**config.mk**
```make
export PLATFORM = sky130hd
export DESIGN_NAME = fetch_redirect_unit_flat
export DESIGN_NICKNAME = d
export VERILOG_FILES = /design/src/rtl/fetch_redirect_unit_if.sv /design/src/rtl/fetch_redirect_unit.sv /design/src/flat_wrapper.sv
export SDC_FILE = /design/constraint.sdc
export NUM_CORES = 1
export LEC_CHECK = 0
export BUFFER_PORTS_ARGS = -buffer_cell sky130_fd_sc_hd__buf_2
export CORE_UTILIZATION = 45
export CTS_BUF_LIST = sky130_fd_sc_hd__clkbuf_4 sky130_fd_sc_hd__clkbuf_8
export DETAILED_ROUTE_END_ITERATION = 8
export PLACE_DENSITY = 0.68
export SYNTH_ARGS = -nofsm -noshare
export SYNTH_HDL_FRONTEND = slang
export SYNTH_SLANG_ARGS = --single-unit
```
**constraint.sdc**
```tcl
create_clock -name clk -period 3.55 [get_ports clk]
set_input_delay 0.355 -clock clk [delete_from_list [all_inputs] [get_ports clk]]
set_output_delay 0.355 -clock clk [all_outputs]
set_load 0.02 [all_outputs]
```
**src/rtl/fetch_redirect_unit_if.sv**
```systemverilog
// Instruction-memory fetch handshake between the fetch unit and imem.
//   im_req   : fetch request (master -> slave)
//   im_addr  : word-aligned byte address of the fetch (master -> slave)
//   im_ready : fetch completes this cycle, im_rdata valid (slave -> master)
//   im_rdata : fetched instruction word (slave -> master)
interface fetch_redirect_unit_if;
   logic        im_req;
   logic [31:0] im_addr;
   logic        im_ready;
   logic [31:0] im_rdata;

   modport master (output im_req, output im_addr, input im_ready, input im_rdata);
   modport slave  (input im_req, input im_addr, output im_ready, output im_rdata);
endinterface

```
**src/rtl/fetch_redirect_unit.sv**
```systemverilog
// Instruction fetch and PC redirect front end: owns the PC, the imem request
// handshake, a one-entry skid buffer and the IF/ID register. Resolves j, jal,
// jr, beq and bne in ID with no delay slot (wrong-path slot is squashed).
// Ports:
//   clk, rst          : clock, synchronous active-high reset
//   im                : imem fetch handshake (master side)
//   id_stall          : hazard unit holds ID and PC
//   jump, Branch      : decoder outputs for the instruction in ID
//   rs_data, rt_data  : forwarded ID operands
//   instr, OpCode, funct, id_pc_plus4 : IF/ID contents
//   JumpInterrupt     : ID slot is a bubble or squashed
//   misalign          : one-cycle pulse, jr target had nonzero low bits
module fetch_redirect_unit #(
   parameter logic [31:0] RESET_PC = 32'h0000_3000,
   parameter logic [31:0] NOP_WORD = 32'h0000_0000
) (
   input  logic                         clk,
   input  logic                         rst,
   fetch_redirect_unit_if.master        im,
   input  logic                         id_stall,
   input  logic                         jump,
   input  logic [2:0]                   Branch,
   input  logic [31:0]                  rs_data,
   input  logic [31:0]                  rt_data,
   output logic [31:0]                  instr,
   output logic [5:0]                   OpCode,
   output logic [5:0]                   funct,
   output logic [31:0]                  id_pc_plus4,
   output logic                         JumpInterrupt,
   output logic                         misalign
);

   localparam int unsigned XLEN = 32;

   typedef enum logic {
      ST_FETCH = 1'b0,
      ST_HOLD  = 1'b1
   } state_e;

   state_e            state_q, state_d;
   logic [XLEN-1:0]   pc_q, pc_d;
   logic [XLEN-1:0]   addr_q, addr_d;
   logic              req_q, req_d;
   logic              discard_q, discard_d;
   logic [XLEN-1:0]   instr_q, instr_d;
   logic [XLEN-1:0]   pc4_q, pc4_d;
   logic              valid_q, valid_d;
   logic [XLEN-1:0]   skid_instr_q, skid_instr_d;
   logic [XLEN-1:0]   skid_pc4_q, skid_pc4_d;
   logic              mis_q, mis_d;

   logic              fire;
   logic [XLEN-1:0]   pc_plus4;
   logic [XLEN-1:0]   br_off;
   logic              taken;
   logic              is_jr;
   logic              redirect;
   logic [XLEN-1:0]   redir_target;

   assign fire     = req_q && im.im_ready;
   assign pc_plus4 = pc_q + XLEN'(4);
   assign br_off   = {{14{instr_q[15]}}, instr_q[15:0], 2'b00};

   // Redirect decode for the instruction in ID; jr has priority over j/jal.
   always_comb begin
      taken        = 1'b0;
      is_jr        = 1'b0;
      redir_target = pc4_q + br_off;
      if (Branch == 3'b111) begin
         taken        = 1'b1;
         is_jr        = 1'b1;
         redir_target = {rs_data[31:2], 2'b00};
      end else if (Branch == 3'b011 || jump) begin
         taken        = 1'b1;
         redir_target = {pc4_q[31:28], instr_q[25:0], 2'b00};
      end else if (Branch == 3'b010) begin
         taken = (rs_data == rt_data);
      end else if (Branch == 3'b001) begin
         taken = (rs_data != rt_data);
      end
      redirect = valid_q && !id_stall && taken;
   end

   // Next-state logic for PC, fetch handshake, skid buffer and IF/ID.
   always_comb begin
      state_d      = state_q;
      pc_d         = pc_q;
      instr_d      = instr_q;
      pc4_d        = pc4_q;
      valid_d      = valid_q;
      skid_instr_d = skid_instr_q;
      skid_pc4_d   = skid_pc4_q;
      discard_d    = discard_q;
      mis_d        = 1'b0;

      if (redirect) begin
         // Squash the ID slot; an in-flight fetch that is not completing now
         // must still be drained before the target can be requested.
         pc_d      = redir_target;
         valid_d   = 1'b0;
         instr_d   = NOP_WORD;
         state_d   = ST_FETCH;
         discard_d = req_q && !im.im_ready;
         mis_d     = is_jr && (rs_data[1:0] != 2'b00);
      end else begin
         case (state_q)
            ST_FETCH: begin
               if (fire && discard_q) begin
                  discard_d = 1'b0;
                  if (!id_stall) begin
                     valid_d = 1'b0;
                     instr_d = NOP_WORD;
                  end
               end else if (fire) begin
                  if (!id_stall) begin
                     instr_d = im.im_rdata;
                     pc4_d   = pc_plus4;
                     valid_d = 1'b1;
                  end else begin
                     skid_instr_d = im.im_rdata;
                     skid_pc4_d   = pc_plus4;
                     state_d      = ST_HOLD;
                  end
                  pc_d = pc_plus4;
               end else if (!id_stall) begin
                  valid_d = 1'b0;
                  instr_d = NOP_WORD;
               end
            end
            ST_HOLD: begin
               if (!id_stall) begin
                  instr_d = skid_instr_q;
                  pc4_d   = skid_pc4_q;
                  valid_d = 1'b1;
                  state_d = ST_FETCH;
               end
            end
            default: begin
               state_d = ST_FETCH;
            end
         endcase
      end

      req_d = (state_d == ST_FETCH);
      // Address stays on the abandoned request until it completes.
      addr_d = discard_d ? addr_q : pc_d;
   end

   // State register.
   always_ff @(posedge clk) begin
      if (rst) begin
         state_q      <= ST_FETCH;
         pc_q         <= RESET_PC;
         addr_q       <= RESET_PC;
         req_q        <= 1'b0;
         discard_q    <= 1'b0;
         instr_q      <= NOP_WORD;
         pc4_q        <= '0;
         valid_q      <= 1'b0;
         skid_instr_q <= '0;
         skid_pc4_q   <= '0;
         mis_q        <= 1'b0;
      end else begin
         state_q      <= state_d;
         pc_q         <= pc_d;
         addr_q       <= addr_d;
         req_q        <= req_d;
         discard_q    <= discard_d;
         instr_q      <= instr_d;
         pc4_q        <= pc4_d;
         valid_q      <= valid_d;
         skid_instr_q <= skid_instr_d;
         skid_pc4_q   <= skid_pc4_d;
         mis_q        <= mis_d;
      end
   end

   assign im.im_req     = req_q;
   assign im.im_addr    = addr_q;
   assign instr         = instr_q;
   assign OpCode        = instr_q[31:26];
   assign funct         = instr_q[5:0];
   assign id_pc_plus4   = pc4_q;
   assign JumpInterrupt = ~valid_q;
   assign misalign      = mis_q;

endmodule

```
**src/flat_wrapper.sv**
```systemverilog
// flat-port wrapper written by rule: the top's interface ports become plain ports
module fetch_redirect_unit_flat 
#(
   parameter logic [31:0] RESET_PC = 32'h0000_3000,
   parameter logic [31:0] NOP_WORD = 32'h0000_0000
)
  (clk, rst, id_stall, jump, Branch, rs_data, rt_data, instr, OpCode, funct, id_pc_plus4, JumpInterrupt, misalign, im_im_req, im_im_addr, im_im_ready, im_im_rdata);
  fetch_redirect_unit_if im_i ();
  input  logic clk;
  input  logic rst;
  input  logic id_stall;
  input  logic jump;
  input  logic [2:0] Branch;
  input  logic [31:0] rs_data;
  input  logic [31:0] rt_data;
  output logic [31:0] instr;
  output logic [5:0] OpCode;
  output logic [5:0] funct;
  output logic [31:0] id_pc_plus4;
  output logic JumpInterrupt;
  output logic misalign;
  output wire logic [$bits(im_i.im_req)-1:0] im_im_req;
  output wire logic [$bits(im_i.im_addr)-1:0] im_im_addr;
  input wire logic [$bits(im_i.im_ready)-1:0] im_im_ready;
  input wire logic [$bits(im_i.im_rdata)-1:0] im_im_rdata;
  assign im_im_req = im_i.im_req;
  assign im_im_addr = im_i.im_addr;
  assign im_i.im_ready = im_im_ready;
  assign im_i.im_rdata = im_im_rdata;
  fetch_redirect_unit #(.RESET_PC(RESET_PC), .NOP_WORD(NOP_WORD)) u_core (.clk(clk), .rst(rst), .im(im_i), .id_stall(id_stall), .jump(jump), .Branch(Branch), .rs_data(rs_data), .rt_data(rt_data), .instr(instr), .OpCode(OpCode), .funct(funct), .id_pc_plus4(id_pc_plus4), .JumpInterrupt(JumpInterrupt), .misalign(misalign));
endmodule
```
Word level (Yosys, flattened, before mapping)
Index checks and enable logic that the tools add are counted.
{ "classes": {"n_div": 0, "multipliers": 0, "eq_ne": 11, "n_mux": 35, "reduce_logical": 15, "shift": 0, "bitwise_logic": 5, "addsub": 2, "magnitude_cmp": 0} }
{ "op_table": {"columns": ["cell", "n"], "rows": [
  ["32-bit 2-to-1 mux", 15],
  ["32-bit case mux with 2 select lines", 2],
  ["32-bit by 3-bit adder with 32-bit output, second input constant", 1],
  ["32-bit adder", 1],
  ["32-bit equality test", 1],
  ["32-bit != test", 1],
  ["1-bit 2-to-1 mux", 16],
  ["5-bit AND reduction", 2],
  ["3-bit by 2-bit equality test with 1-bit output, second input constant", 2],
  ["1-bit logical AND", 6],
  ["2-bit != test, second input constant", 3],
  ["1-bit NOT", 5],
  ["4-bit != test, second input constant", 1],
  ["1-bit case mux with 2 select lines", 2],
  ["2-bit OR reduction", 2],
  ["3-bit by 1-bit equality test with 1-bit output, second input constant", 1],
  ["3-bit equality test, second input constant", 1],
  ["1-bit zero test", 2],
  ["2-bit by 1-bit != test with 1-bit output, second input constant", 1],
  ["2-bit AND reduction", 1],
  ["2-bit nonzero test", 1],
  ["1-bit logical OR", 1]
]} }
{ "totals": {"ram_bits": 0, "memories": 0, "latch_bits": 0, "word_cells": 79, "romBits": 0, "output_inout_bits": 111, "inputBits": 104, "regBits": 197} }

Depth between registers and ports, before layout
Gate-level depths: netlist of run 1.
{ "depth": {"depth_word": 8, "ltp_mapped": 14, "depth_no_buf": 12} }

Worst setup path before layout of run 1
No wires, ideal clock.
{ "synth_timing": {"path_type": "flip-flop to flip-flop", "from": "register u_core.instr_q[15], in the netlist u_core.instr[15]", "to": "register u_core.addr_q[26], in the netlist u_core.im.im_addr[26]", "setup_time_ns": 0.122, "required_time_ns": 3.428, "path_buffers": 1, "setup_slack_ns": 0.462, "stages_incl_launch_ff": 13, "synth_period_minus_slack_ns": 3.088, "arrival_ns": 2.966, "path_cell_list": "dfxtp_1 > ha_1 > clkbuf_1 > a21oi_1 > o21ai_0 > a31o_2 > a21o_1 > o31a_1 > a21boi_0 > xnor2_1 > o21ai_0 > a21oi_1 > o32a_1"} }
{ "synth_via": {"elab_chain_len": 4} }
{ "synth_lines": {"columns": ["element", "line_no", "source"], "rows": [
  ["from (decl)", "fetch_redirect_unit.sv:45", "logic [XLEN-1:0] instr_q, instr_d;"],
  ["from (signal assigned)", "fetch_redirect_unit.sv:169", "instr_q <= instr_d;"],
  ["32-bit adder", "fetch_redirect_unit.sv:68", "redir_target = pc4_q + br_off;"],
  ["32-bit 2-to-1 mux", "fetch_redirect_unit.sv:73", "end else if (Branch == 3'b011 || jump) begin"],
  ["32-bit 2-to-1 mux", "fetch_redirect_unit.sv:69", "if (Branch == 3'b111) begin"],
  ["32-bit 2-to-1 mux", "fetch_redirect_unit.sv:96", "if (redirect) begin"],
  ["to (signal assigned)", "fetch_redirect_unit.sv:166", "addr_q <= addr_d;"],
  ["to (decl)", "fetch_redirect_unit.sv:42", "logic [XLEN-1:0] addr_q, addr_d;"]
]} }
Every way passes these cells.
A chain may end at the register's enable or synchronous reset.

Worst setup path after layout of run 1
{ "layout_timing": {"from": "register u_core.instr_q[15], in the netlist u_core.instr[15]", "to": "register u_core.addr_q[31], in the netlist u_core.im.im_addr[31]"} }
The elaborated chain is that of the path after synthesis.

==> out/results.ini, run 1 <==
[logic_synthesis]
synthFlopType = dfxtp_1
netlist_instances = 1360
synthDistinctLibCells = 65
ys_top_cells_by_count = nor2_1 (233), dfxtp_1 (197), a21oi_1 (163)
synth_area_um2 = 10600
synth_fp_nets = 1495
synth_edf_count = 0
synthTopCellsByArea = dfxtp_1 (37%), nor2_1 (8.3%), a21oi_1 (7.7%), xor2_1 (5.7%), nand2_1 (5.3%)
yosys.area.top_type = dfxtp_1
synth-seq-cells = 197
syn_area_per_cell_um2 = 7.77
async_flop_share_pct = 0
yosysMostFrequentCell = nor2_1
yosysSeqAreaShare_pct = 37.3
yosys_warnings = 0
yosysTopAreaCellShare_pct = 37.3

[drt]
via_per_inst = 5.79
finalWirelength_um = 36900
drtPass1Iterations = 5
drc = 0
antenna_left = 0
detail_route.wl_per_cell_um = 20.1
drt_iter0_markers = 1048
via_count = 10655

[run]
max-cap-violations = 0

[clocking]
ctsRootBufferMaster = clkbuf_8
cts_sinks = 197
cts.clk_slew.worst_paths_ns = 0.12
cts_tree = built
cts_hold_buf = 0
htreeDepth = 4
clock_latency_ns = 0.50
cts_buffer_depth = 2
post_cts_buffers = 0
cts_buffers = 17

[global_route]
grt_use_met2_pct = 48.0
grtUsageTotal_pct = 30.8
met3_usage_pct = 5.18
grt_pass1_wl_um = 56200
grt.busiest_layer = met2
use_met1_pct = 43.7
grt_max_degree = 94
antenna_found_initial = 0
grt_overflow = 0
first_global_vias = 9621

[worst_setup_path]
crit_start = u_core.instr[15]$_SDFFE_PP0P_
crit_fanout = 15
cp_data_required_time_ns = 3.97
end_kind = flop
startpoint_type = flop
reg2reg_from = u_core.instr[15]$_SDFFE_PP0P_
crit_type = reg2reg
worstPathArrival_ns = 3.62

[die]
ios = 215
die_y_um = 155
die-area_um2 = 24100
die_width_um = 155
num_rows = 55
initial_core_util_pct = 46.3
core_area_um2 = 22800

[pwr]
cell_internal_pwr_w = 0.00299
ir_drop_uv = 237
p_leak_nw = 5.06
pwr-share-clk_pct = 33.1
pwr-share-comb_pct = 13.8
cellPowerDensity_nw_per_um2 = 358
p_sw_w = 0.00138
p_seq_share_pct = 53.1
swShare_pct = 31.6

[layout]
num_antenna_cells = 0
post-route-cell-area_um2 = 12200
nFillCells = 2306
layout.nets = 1650
area_growth_pct = 15.8
drive_gt1_share_pct = 19.4

[timing]
drv_slew = 0
setup_viol = 0
worst_slew_pin_slew_ns = 0.826
rsz0062_at_grt = false
slew_headroom_pct = 45.0
period_share_pct = 90.2
fmax_ghz = 0.312
finalHoldViolations = 0
setup_tns_ns = 0
min_period_ns = 3.20
finClkSkew_ns = 0.0155

[placement]
port_buffers = 214
routabilityCongestion = 0.949
place_area_um2 = 11900
hpwl_um = 27500

[worst_hold_path]
worstHoldStart = im_im_rdata[27]
min_path_type = in2reg

[status]
status = completed

==> power groups by stage <==
stage	clock network [W]	registers, W	logic (W)
after floorplan	0	0.00239	0.000318
after global placement	0	0.00237	0.000589
after detailed placement	0	0.00238	0.000593
after CTS	0.00147	0.00232	0.000595
after global routing	0.00154	0.00233	0.000650
final	0.00145	0.00233	0.000603
==> metrics by stage <==
| step | setup WS [ns] | std cells | power [W] | hold WS (ns) | utilization, % |
|---|---|---|---|---|---|
| 2_1_floorplan | 0.462 | 1360 | 0.00271 | 0.436 | - |
| 3_3_place_gp | 0.212 | 1809 | 0.00296 | 0.442 | 51.9 |
| 3_5_place_dp | 0.189 | 1809 | 0.00297 | 0.447 | 51.9 |
| 4_1_cts | 0.372 | 1839 | 0.00439 | 0.0658 | 53.5 |
| 5_1_grt | 0.0664 | 1839 | 0.00452 | 0.0813 | 53.6 |
| 6_report | 0.349 | 1839 | 0.00438 | 0.0866 | 53.6 |
==> layout by cell type (no fill, tap or decap), types with 11 or more instances in the layout <==
master    netlist  routed
nor3_1         11      11
xor2_1         69      69
ha_1           30      30
nand3_1        27      27
inv_1          15      15
nand2_1       149     148
a22oi_1        33      33
buf_4          12      33
o22ai_1        16      16
clkbuf_8        0      17
xnor2_1        47      47
buf_2           4     213
a211oi_1       50      50
o22a_1         27      27
o21ai_0        44      44
mux2i_1        14      14
nand4_1        16      16
a21oi_1       163     163
dfxtp_1       197     196
o211ai_1       12      12
nor2_1        233     232
==> final timing paths <==
check                                         endpoint  slack [ns]  depth (start not counted)
setup / recovery    u_core.im.im_addr[31]$_SDFFE_PP0N_        0.35                         12
hold / removal    u_core.skid_instr_q[27]$_SDFFE_PP0P_        0.09                          3
setup reg to reg    u_core.im.im_addr[31]$_SDFFE_PP0N_        0.35                         12
hold reg to reg   u_core.skid_instr_q[22]$_SDFFE_PP0P_        0.46                          2
==> critical path: stages, from the launching register on <==
cell and delay, ns:
dfxtp_1 0.49, buf_4 0.29, ha_1 0.31, inv_1 0.11, o21bai_1 0.08, a21oi_1 0.22
o21ai_0 0.12, a21oi_1 0.25, nor2_1 0.10, or4_1 0.51, nand4_1 0.14, o311ai_1 0.20
a211oi_1 0.28
==> cells by family (layout without fill, tap and decap cells) <==
family | after synthesis | in the layout | share of synthesized area, %
adder cells (fa/ha/maj) | 31 | 31 | 3.74
multiplexers | 14 | 14 | 1.33
buffers and inverters | 129 | 295 | 5.21
flip-flops | 197 | 197 | 37.3
AND/OR/NAND/NOR | 479 | 479 | 19.1
XOR/XNOR | 116 | 116 | 9.61
AO/OA/AOI/OAI | 394 | 394 | 23.7
==> layout make-up <==
type / count / area (um^2) / area share (%)
Clock buffer: 17 / 234 / 1.91
Timing Repair Buffer: 249 / 1370 / 11.2
Sequential cell: 197 / 3950 / 32.2
Tap cell: 313 / 392 / 3.20
Inverter: 16 / 60.1 / 0.491
Multi-Input combinational cell: 1034 / 6090 / 49.8
Clock inverter: 13 / 141 / 1.16
==> per-layer routing <==
layer,vias up,part of all wire [%]
met5,-,0
met3,41,8.2
met4,0,2.1
met1,5026,45
li1,5068,-
met2,520,45
==> flip-flops by register name (all words and copies together), names as in the netlist, named ones only <==
| register | flops |
|---|---|
| u_core.discard_q | 1 |
| u_core.id_pc_plus4 | 32 |
| u_core.im.im_addr | 32 |
| u_core.im.im_req | 1 |
| u_core.instr | 32 |
| u_core.misalign | 1 |
| u_core.pc_q | 32 |
| u_core.skid_instr_q | 32 |
| u_core.skid_pc4_q | 32 |
| u_core.state_q | 1 |
==> timing repair <==
action                     CTS  global route
setup endpoints to repair    0             1
resized for setup            0             1
hold endpoints to repair     0             0
(Power assumes the default switching activity.)
==> run 2, diff against run 1 <==
--- a/config.mk
+++ b/config.mk
@@ -9,7 +9,7 @@
 export CORE_UTILIZATION = 45
 export CTS_BUF_LIST = sky130_fd_sc_hd__clkbuf_4 sky130_fd_sc_hd__clkbuf_8
 export DETAILED_ROUTE_END_ITERATION = 8
-export PLACE_DENSITY = 0.68
+export PLACE_DENSITY = 0.77
 export SYNTH_ARGS = -nofsm -noshare
 export SYNTH_HDL_FRONTEND = slang
 export SYNTH_SLANG_ARGS = --single-unit
==> constraint.sdc (replaced) <==
create_clock -name clk -period 2.65 [get_ports clk]
set_input_delay 0.265 -clock clk [delete_from_list [all_inputs] [get_ports clk]]
set_output_delay 0.265 -clock clk [all_outputs]
set_load 0.02 [all_outputs]
==> run 2 against run 1 <==
The run now ends with negative setup slack left. Non-clock buffer count is 218 higher. Sequential power grew 33%. Count of clock-buffer cells in the layout up 2. Flip-flop and latch count did not move. Critical path type unchanged. Highest routed layer unchanged.
==> out/results.ini, run 2 (synthesized netlist as in run 1, its figures left out) <==
[drt]
finalWirelength_um = 39800  ; +7.7%
antenna_left = 0  ; unchanged
drtPass1Iterations = 8  ; +3
via_count = 11703  ; +9.8%
drc = 0  ; unchanged
detail_route.wl_per_cell_um = 19.3  ; -3.8%
via_per_inst = 5.68  ; -1.9%
drt_iter0_markers = 1227  ; +17%

[timing]
setup_viol = 19  ; +19
finalHoldViolations = 0  ; unchanged
finClkSkew_ns = 0.0213  ; +0.00586 ns
fin_ws_ns = -0.202  ; -0.551 ns
min_period_ns = 2.85  ; -0.349 ns
whs_ns = 0.0104  ; -0.0761 ns
fmax_ghz = 0.351  ; +12%
slew_headroom_pct = 29.6  ; -15 points
drv_slew = 0  ; unchanged
setup_tns_ns = -2.09  ; -2.09 ns
rsz0062_at_grt = true
worst_slew_pin_slew_ns = 1.06  ; +0.230 ns
period_share_pct = 108  ; +17 points

[worst_setup_path]
reg2reg_from = u_core.id_pc_plus4[2]$_SDFFE_PP0P_
startpoint_type = flop
crit_fanout = 3  ; -12
worstPathArrival_ns = 3.25  ; -0.37 ns
r2r_slack_ns = -0.20  ; -0.55 ns
end_kind = flop
rr_worst_depth = 12  ; unchanged
r2r-end = u_core.im.im_addr[24]$_SDFFE_PP0N_
cp_data_required_time_ns = 3.05  ; -0.92 ns
crit_type = reg2reg

[global_route]
grt_pass1_wl_um = 59700  ; +6.2%
first_global_vias = 10831  ; +13%
grtUsageTotal_pct = 32.6  ; +1.8 points
antenna_found_initial = 0  ; unchanged
grt_max_degree = 94  ; unchanged
grt_overflow = 0  ; unchanged

[worst_hold_path]
min_path_type = in2reg
whs_path_depth = 3  ; unchanged
holdPathEnd = u_core.skid_instr_q[10]$_SDFFE_PP0P_
worstHoldStart = im_im_rdata[10]

[placement]
numPlacedInstances = 1997  ; +10%
hpwl_um = 29800  ; +8.1%
pre_cts_ws_ns = -0.248  ; -0.437 ns
port_buffers = 214  ; unchanged
routabilityCongestion = 0.952  ; +0.31%

[layout]
layout.nets = 1868  ; +13%
num_antenna_cells = 0  ; unchanged
area_growth_pct = 36.1
fin_cells = 2059  ; +12%
drive_gt1_share_pct = 32.8  ; +13 points
layout_commonest_cell = buf_4
utilization_pct = 63.0  ; +9.4 points
mostFrequentLayoutCells = buf_4 (233), nor2_1 (230), buf_2 (213)

[clocking]
cts_tree = built
ctsRootBufferMaster = clkbuf_8
cts_buffer_depth = 2  ; unchanged
cts.clk_slew.worst_paths_ns = 0.12  ; about the same
htreeDepth = 4  ; unchanged
cts_sinks = 197  ; unchanged
clock_latency_ns = 0.50  ; about the same
cts_buffers = 17  ; unchanged

[status]
violations = negative setup slack
status = complete, but fails checks

[die]
initial_core_util_pct = 46.3  ; unchanged
die_width_um = 155  ; unchanged
num_rows = 55  ; unchanged
core_area_um2 = 22800  ; unchanged
die-area_um2 = 24100  ; unchanged
ios = 215  ; unchanged
die_y_um = 155  ; unchanged

[pwr]
p_leak_nw = 6.25  ; +23%
ir_drop_uv = 288  ; +22%
cellPowerDensity_nw_per_um2 = 424  ; +19%

[run]
max-cap-violations = 0  ; unchanged

[run 2: changes by cell type in the layout (fill, tap and decap cells not counted), sizes merged]
cell	previous run	this run
inv	22	23
clkbuf	17	19
clkinvlp	2	0
buf	249	452
dlygate4sd3	0	15
clkinv	5	6
[run 2: how the worst max path moves through the flow]
stage               slack, ns  depth (start not counted)                                  to                                from
CTS                     -0.17                         12  u_core.im.im_addr[24]$_SDFFE_PP0N_  u_core.id_pc_plus4[2]$_SDFFE_PP0P_
floorplan                0.01                         12  u_core.im.im_addr[30]$_SDFFE_PP0N_        u_core.instr[0]$_SDFFE_PP0P_
global route            -0.36                         12  u_core.im.im_addr[24]$_SDFFE_PP0N_  u_core.id_pc_plus4[2]$_SDFFE_PP0P_
finish                  -0.20                         12  u_core.im.im_addr[24]$_SDFFE_PP0N_  u_core.id_pc_plus4[2]$_SDFFE_PP0P_
global placement        -0.18                         12  u_core.im.im_addr[29]$_SDFFE_PP0N_                         rt_data[15]
detailed placement      -0.25                         14  u_core.im.im_addr[20]$_SDFFE_PP0N_                         rt_data[15]
[run 2: stage by stage]
step	total power [W]	area [um^2]
after floorplan	0.00363	10600
after global placement	0.00406	13400
after detailed placement	0.00408	13400
after CTS	0.00606	14100
after global routing	0.00631	14400
final	0.00610	14400
[run 2: layer usage]
| metal | track usage [%] | part of all wire [%] |
|---|---|---|
| met5 | 0 | 0 |
| met1 | 44.1 | 42 |
| met4 | 13.1 | 4.2 |
| met2 | 51.1 | 45 |
| met3 | 6.35 | 9.1 |
[run 2: area by class of cell]
| cell class | count | area, um^2 |
|---|---|---|
| fill | 2040 | 8460 |
| clock buffer | 19 | 255 |
| sequential | 197 | 3960 |
| multi-input combinational | 1034 | 6480 |
| timing repair buffer | 467 | 3090 |
| tap | 313 | 392 |
| clock inverter | 13 | 151 |
| inverter | 16 | 60.1 |
[run 2: timing repair]
item | 4_1_cts | 5_1_grt
hold buffers | 14 | 1
endpoints found under the setup margin | 31 | 51
buffers inserted | 5 | 10
pin swaps | 26 | 25
endpoints found under the hold margin | 14 | 1
resized for setup | 31 | 52
[run 2: worst max-delay path, stage by stage, from the launching register on]
cell and delay [ns]:
dfxtp_2 0.36, ha_4 0.16, fa_2 0.36, a21oi_2 0.19
o211ai_1 0.13, o211ai_1 0.18, a21oi_1 0.11, o31a_1 0.37
a211oi_2 0.23, xnor2_1 0.13, a211oi_1 0.24, o22ai_1 0.13
o22a_1 0.16
[run 2: where the power goes]
group	total, W	internal, W	leakage (nW)	switching, W
registers	0.00311	0.00305	1.60	0.0000624
logic	0.000969	0.000385	4.44	0.000584
clock network	0.00202	0.000750	0.206	0.00127
